==> src/rtl/gf2m_sched.sv <==
// gf2m_sched: two-requester round-robin front end for a shared digit-serial GF(2^m) multiplier core.
// Latency: grant edge, then ITER+1 feed cycles, then 0..TIMEOUT wait cycles, then the response is held until accepted.
// Backpressure: a response stays valid until the owning requester asserts rsp_ready_i; no new grant happens until then.
//
// Ports:
//   clk_i, rst_ni                     clock, asynchronous active-low reset
//   req_i[1:0]                        level requests, held until granted
//   a0_i/g0_i/b0_i, a1_i/g1_i/b1_i    per-requester operands (b is MSB-digit first)
//   gnt_o[1:0]                        one-cycle grant pulse (cycle after operands are sampled)
//   rsp_valid_o, rsp_ready_i          per-requester response handshake
//   rsp_t_o, rsp_err_o                result and timeout flag, qualified by rsp_valid_o
//   busy_o                            high whenever the scheduler is not idle
//   core_start_o, core_a_o, core_g_o, core_b_o, core_t_i, core_done_i   shared core interface
module gf2m_sched #(
    parameter int DIGITAL    = 16,
    parameter int DATA_WIDTH = 163,
    parameter int TIMEOUT    = 64,
    localparam int ITER      = DATA_WIDTH / DIGITAL,
    localparam int BWIDTH    = (ITER + 1) * DIGITAL
) (
    input  logic                  clk_i,
    input  logic                  rst_ni,
    input  logic [1:0]            req_i,
    input  logic [DATA_WIDTH-1:0] a0_i,
    input  logic [DATA_WIDTH-1:0] g0_i,
    input  logic [BWIDTH-1:0]     b0_i,
    input  logic [DATA_WIDTH-1:0] a1_i,
    input  logic [DATA_WIDTH-1:0] g1_i,
    input  logic [BWIDTH-1:0]     b1_i,
    output logic [1:0]            gnt_o,
    output logic [1:0]            rsp_valid_o,
    input  logic [1:0]            rsp_ready_i,
    output logic [DATA_WIDTH-1:0] rsp_t_o,
    output logic                  rsp_err_o,
    output logic                  busy_o,
    output logic                  core_start_o,
    output logic [DATA_WIDTH-1:0] core_a_o,
    output logic [DATA_WIDTH-1:0] core_g_o,
    output logic [DIGITAL-1:0]    core_b_o,
    input  logic [DATA_WIDTH-1:0] core_t_i,
    input  logic                  core_done_i
);

    localparam int FCW = $clog2(ITER + 1);
    localparam int WCW = $clog2(TIMEOUT + 1);
    localparam logic [FCW-1:0] FEED_LAST = FCW'(ITER);
    localparam logic [WCW-1:0] WAIT_LAST = WCW'(TIMEOUT - 1);

    typedef enum logic [1:0] {
        S_IDLE = 2'd0,
        S_FEED = 2'd1,
        S_WAIT = 2'd2,
        S_RESP = 2'd3
    } state_t;

    state_t                  state_q;
    logic                    owner_q;
    logic                    prio_q;       // requester that wins a tie
    logic [FCW-1:0]          feed_cnt_q;
    logic [WCW-1:0]          wait_cnt_q;
    logic                    done_seen_q;  // core finished while digits were still being fed
    logic [BWIDTH-1:0]       bsh_q;
    logic [1:0]              gnt_q;
    logic [1:0]              rsp_valid_q;
    logic [DATA_WIDTH-1:0]   rsp_t_q;
    logic                    rsp_err_q;
    logic                    core_start_q;
    logic [DATA_WIDTH-1:0]   core_a_q;
    logic [DATA_WIDTH-1:0]   core_g_q;

    logic                    win_d;
    logic [1:0]              owner_oh;

    // A lone request always wins; the priority pointer only breaks ties.
    always_comb begin
        win_d = 1'b0;
        case (req_i)
            2'b10:   win_d = 1'b1;
            2'b11:   win_d = prio_q;
            default: win_d = 1'b0;
        endcase
    end

    assign owner_oh = owner_q ? 2'b10 : 2'b01;

    always_ff @(posedge clk_i or negedge rst_ni) begin
        if (!rst_ni) begin
            state_q      <= S_IDLE;
            owner_q      <= 1'b0;
            prio_q       <= 1'b0;
            feed_cnt_q   <= '0;
            wait_cnt_q   <= '0;
            done_seen_q  <= 1'b0;
            bsh_q        <= '0;
            gnt_q        <= '0;
            rsp_valid_q  <= '0;
            rsp_t_q      <= '0;
            rsp_err_q    <= 1'b0;
            core_start_q <= 1'b0;
            core_a_q     <= '0;
            core_g_q     <= '0;
        end else begin
            gnt_q        <= '0;
            core_start_q <= 1'b0;
            case (state_q)
                S_IDLE: begin
                    if (|req_i) begin
                        owner_q      <= win_d;
                        prio_q       <= ~win_d;
                        gnt_q        <= win_d ? 2'b10 : 2'b01;
                        core_a_q     <= win_d ? a1_i : a0_i;
                        core_g_q     <= win_d ? g1_i : g0_i;
                        bsh_q        <= win_d ? b1_i : b0_i;
                        core_start_q <= 1'b1;
                        feed_cnt_q   <= '0;
                        done_seen_q  <= 1'b0;
                        state_q      <= S_FEED;
                    end
                end
                S_FEED: begin
                    bsh_q      <= bsh_q << DIGITAL;
                    feed_cnt_q <= feed_cnt_q + FCW'(1);
                    // An early completion is parked in rsp_t_q so WAIT can be skipped.
                    if (core_done_i && !done_seen_q) begin
                        rsp_t_q     <= core_t_i;
                        done_seen_q <= 1'b1;
                    end
                    if (feed_cnt_q == FEED_LAST) begin
                        wait_cnt_q <= '0;
                        if (done_seen_q || core_done_i) begin
                            rsp_err_q   <= 1'b0;
                            rsp_valid_q <= owner_oh;
                            state_q     <= S_RESP;
                        end else begin
                            state_q <= S_WAIT;
                        end
                    end
                end
                S_WAIT: begin
                    if (core_done_i) begin
                        rsp_t_q     <= core_t_i;
                        rsp_err_q   <= 1'b0;
                        rsp_valid_q <= owner_oh;
                        state_q     <= S_RESP;
                    end else if (wait_cnt_q == WAIT_LAST) begin
                        rsp_t_q     <= '0;
                        rsp_err_q   <= 1'b1;
                        rsp_valid_q <= owner_oh;
                        state_q     <= S_RESP;
                    end else begin
                        wait_cnt_q <= wait_cnt_q + WCW'(1);
                    end
                end
                S_RESP: begin
                    // Only the owner's ready counts; the other requester cannot retire this result.
                    if (rsp_ready_i[owner_q]) begin
                        rsp_valid_q <= '0;
                        core_a_q    <= '0;
                        core_g_q    <= '0;
                        state_q     <= S_IDLE;
                    end
                end
                default: state_q <= S_IDLE;
            endcase
        end
    end

    assign gnt_o        = gnt_q;
    assign rsp_valid_o  = rsp_valid_q;
    assign rsp_t_o      = rsp_t_q;
    assign rsp_err_o    = rsp_err_q;
    assign busy_o       = (state_q != S_IDLE);
    assign core_start_o = core_start_q;
    assign core_a_o     = core_a_q;
    assign core_g_o     = core_g_q;
    assign core_b_o     = (state_q == S_FEED) ? bsh_q[BWIDTH-1 -: DIGITAL] : '0;

endmodule

==> config.mk <==
export PLATFORM = sky130hd
export DESIGN_NAME = gf2m_sched
export DESIGN_NICKNAME = d
export VERILOG_FILES = /design/src/rtl/gf2m_sched.sv
export SDC_FILE = /design/constraint.sdc
export NUM_CORES = 2
export LEC_CHECK = 0
export CORE_AREA = 10 10 649 651
export DETAILED_ROUTE_END_ITERATION = 8
export DIE_AREA = 0 0 659 661
export DONT_BUFFER_PORTS = 1
export SETUP_SLACK_MARGIN = 0.3
export SYNTH_ARGS = -nofsm -noshare
export SYNTH_HDL_FRONTEND = slang
export SYNTH_SLANG_ARGS = --single-unit
==> constraint.sdc <==
create_clock -name clk_i -period 2 [get_ports clk_i]
set_clock_uncertainty 0.2 [all_clocks]
set_input_delay 0.3 -clock clk_i [delete_from_list [all_inputs] [get_ports clk_i]]
set_output_delay 0.3 -clock clk_i [all_outputs]
set_load 0.02 [all_outputs]
==> results.cfg <==
[global_route]
global_route.usage.total_pct = 14.2
overflow = 0
grt_antenna_before_repair = 193
first_global_vias = 39400
first_pass_grt_wire_length_mm = 415
grt_start_max_net_pins = 98

[worst_setup_path]
r2r-start = state_q[0]
timing.critical_path.to_type = flip-flop
worstPathCellList = inv_2 > ha_4 > buf_6 > nor3b_4 > a211o_4 > buf_16 > buf_16 > buf_8 > o31ai_1
critPathMaxFanout = 17
timing.reg2reg.setup_slack_ps = -670
cp.arrival_ps = 3130
cpMaxStageDelayCell = sky130_fd_sc_hd__dfrtp_1
worstReg2RegEnd = core_a_o[8]
critPathLaunchType = flip-flop
crit_path_most_repeated_cell = sky130_fd_sc_hd__buf_16
r2r.worst_path.cells = 9
critPathKind = flip-flop to flip-flop
timing.critical_path.max_delay_family = buffers and inverters
worst_path_largest_cell_delay_ps = 440
timing.critical_path.required_ps = 2460
critPathBufInv = 5

[synthesis]
yosys_register_bits = 687
synth_edf_count = 0
synth_top_family_by_area = compound AO/OA/AOI/OAI gates
ys.flop_type = sky130_fd_sc_hd__dfrtp_1
synth.net_count = 4494
post_synth_xor_area_fraction_pct = 0.0502
post_synth_fa_ha_maj_area_fraction_pct = 0.251
post_synth_num_cell_types = 53
synth_cells = 3313
synth_async_sr_flop_share_pct = 100
yosys_warnings = 0
synth_simple_gate_area_share_pct = 9.21
postSynthAreaPerCell_um2 = 10.5
seq_area_frac_synth_pct = 49.2
netlist_area_before_placement_um2 = 34900
synthMuxAreaShare_pct = 14.8
synth_compound_gate_area_share_pct = 20.5

[clock_tree]
number_of_buffers_inserted_during_clock_tree_synthesis = 90
clk_pin_slew_ps = 60
ctsHtreeMaxLevel = 3
cts_max_path_buffers = 4
buffer_cell_driving_the_clock_tree_root = sky130_fd_sc_hd__clkbuf_16
clkSinkCount = 687
tritoncts = yes
clock_latency_ps = 820

[die]
boundaryPins = 1686
overall_die_area_um2 = 436000
num_rows = 235
effective_utilization_at_floorplan_pct = 8.56
core_um2 = 408000
floorplan.die.width_um = 659
die_extent_in_y_um = 661

[routing]
wire_per_inst_um = 31.3
postRouteAntennaNets = 0
finalWirelength_mm = 332
firstDrtPassIters = 6
drt_first_iter_violations = 4585
route.detailed.drc = 0
via_per_inst = 3.69
routed-via-count = 39100

[power_and_ir_drop]
peakVddDrop_mv = 0.796
share_seq_of_total_power_pct = 32.5
p_per_area_nw_per_um2 = 1620
power.share.switching_pct = 49.7
intPower_mw = 52.5
leakage_power_total_nw = 27.0
share_comb_of_total_power_pct = 51.4
net-switching-power_mw = 51.8
pwr_total_mw = 104
clockPowerShare_pct = 16.1

[sta]
final_critical_path_setup_slack_ps = -670
setup_viol_count_final = 737
timing.fmax_ghz = 0.375
final_max_slew_viol_count = 0
finalWorstPathRequiredPeriod_ps = 2670
tightestPinTransition_ps = 809
slew-limit-headroom_pct = 46.0
finalHoldViolations = 80
holdWs_ps = -296
post-route-period-util_pct = 133
rsz0062_at_grt = true
setup-tns-final_ps = -267430

[worst_hold_path]
worstHoldPathType = input port to flip-flop
hold_path_startpoint = req_i[1]
worst_hold_path.endpoint = core_start_o
holdPathStages = 2

[cells_and_area]
synthToLayoutAreaGrowth_pct = 84.4
final_layout_size_suffix_gt1_share_pct = 23.3
most-common-layout-cells = sky130_fd_sc_hd__dlygate4sd3_1, sky130_fd_sc_hd__dfrtp_1, sky130_fd_sc_hd__nand2_1
nFillCells = 44900
most_common_cell_after_layout_fill_and_taps_aside = sky130_fd_sc_hd__dlygate4sd3_1
fin_nets = 6161

[place]
post_dp_hpwl_mm = 261
portBuffers = 0
replace_congestion = 1.02
post-place-ws_ps = -1070

[run_status]
status = finished, violations left
violations = negative hold slack, negative setup slack

[job]
maxCapViolCount = 0
[layer usage]
layer	GRT usage, %	vias up	part of all wire, %	routed length [um]
met3	8.18	992	14	47100
li1	-	15500	-	-
met2	23.2	3399	46	151000
met5	0.164	-	0.13	439
met1	14.5	19100	33	111000
met4	7.20	64	6.8	22700
[through the flow]
| step | std cells | instance area (um2) | utilization [%] |
|---|---|---|---|
| after detailed placement | 8892 | 44200 | 10.8 |
| after global routing | 10600 | 64300 | 15.8 |
| final | 10600 | 64400 | 15.8 |
| after floorplan | 3313 | 35200 | - |
| after global placement | 8892 | 44200 | 10.8 |
| after CTS | 10500 | 63400 | 15.5 |
[cells by family (layout without fill, tap and decap cells)]
logic type	count (synthesis)	in the layout
xor gates and xnor gates	2	2
DFF	687	687
muxes	507	507
adders and majority gates	7	7
buffers and inverters	344	2073
other	0	106
AOI/OAI and AO/OA	945	945
and+or+nand+nor	821	821
[sequential cells by signal, summed over array words and instances, names as in the netlist]
signal	cells
bsh_q	176
core_a_o	163
core_g_o	163
core_start_o	1
done_seen_q	1
feed_cnt_q	4
gnt_o	2
owner_q	1
prio_q	1
rsp_err_o	1
rsp_t_o	163
rsp_valid_o	2
state_q	2
wait_cnt_q	7
[synthesized netlist by cell type, drive strengths merged, types with 18 or more instances]
cell | count | area [um2]
and2 | 18 | 113
mux2i | 421 | 4210
nor2 | 95 | 364
buf | 181 | 1430
clkbuf | 153 | 613
dfrtp | 687 | 17200
nand2 | 677 | 2550
o22ai | 162 | 1510
o211ai | 83 | 623
a22oi | 80 | 601
a31oi | 84 | 526
o31ai | 326 | 2770
mux2 | 86 | 968
o21ai | 187 | 936
[how the worst max path moves through the flow]
| stage | start | cells past startpoint | endpoint | slack [ps] |
|---|---|---|---|---|
| 2_1_floorplan | state_q[0] | 10 | core_g_o[44] | -20 |
| 3_3_place_gp | prio_q | 7 | core_a_o[82] | -1020 |
| 3_5_place_dp | prio_q | 7 | core_a_o[61] | -1070 |
| 4_1_cts | state_q[0] | 5 | core_b_o[2] | -560 |
| 5_1_grt | state_q[1] | 10 | core_a_o[8] | -710 |
| 6_report | state_q[0] | 9 | core_a_o[8] | -670 |
[cell type report]
cell class	count	area [um2]	share of cell area, %
antenna	106	265	0.412
timing repair buffer	1909	20100	31.1
sequential	687	17200	26.7
clock inverter	36	383	0.594
tap	5451	6820	10.6
multi-input combinational	2282	17100	26.6
inverter	10	46.3	0.0719
clock buffer	118	2530	3.93
[power by group through the flow]
| stage | Sequential (mW) | Clock (mW) | Combinational [mW] |
|---|---|---|---|
| final | 33.9 | 16.8 | 53.6 |
| after global routing | 34.4 | 17.6 | 56.8 |
| after CTS | 33.6 | 17.3 | 50.7 |
| after detailed placement | 33.7 | 0 | 39.7 |
| after global placement | 33.6 | 0 | 39.2 |
| after floorplan | 28.7 | 0 | 23.5 |
[what timing repair did]
action	4_1_cts	5_1_grt
endpoints found under the setup margin	1197	1208
endpoints found under the hold margin	1372	90
pin swaps	75	6
resized for setup	344	135
hold buffers	1370	6
setup buffers	31	5
cloned	31	4
(Power assumes the default switching activity.)
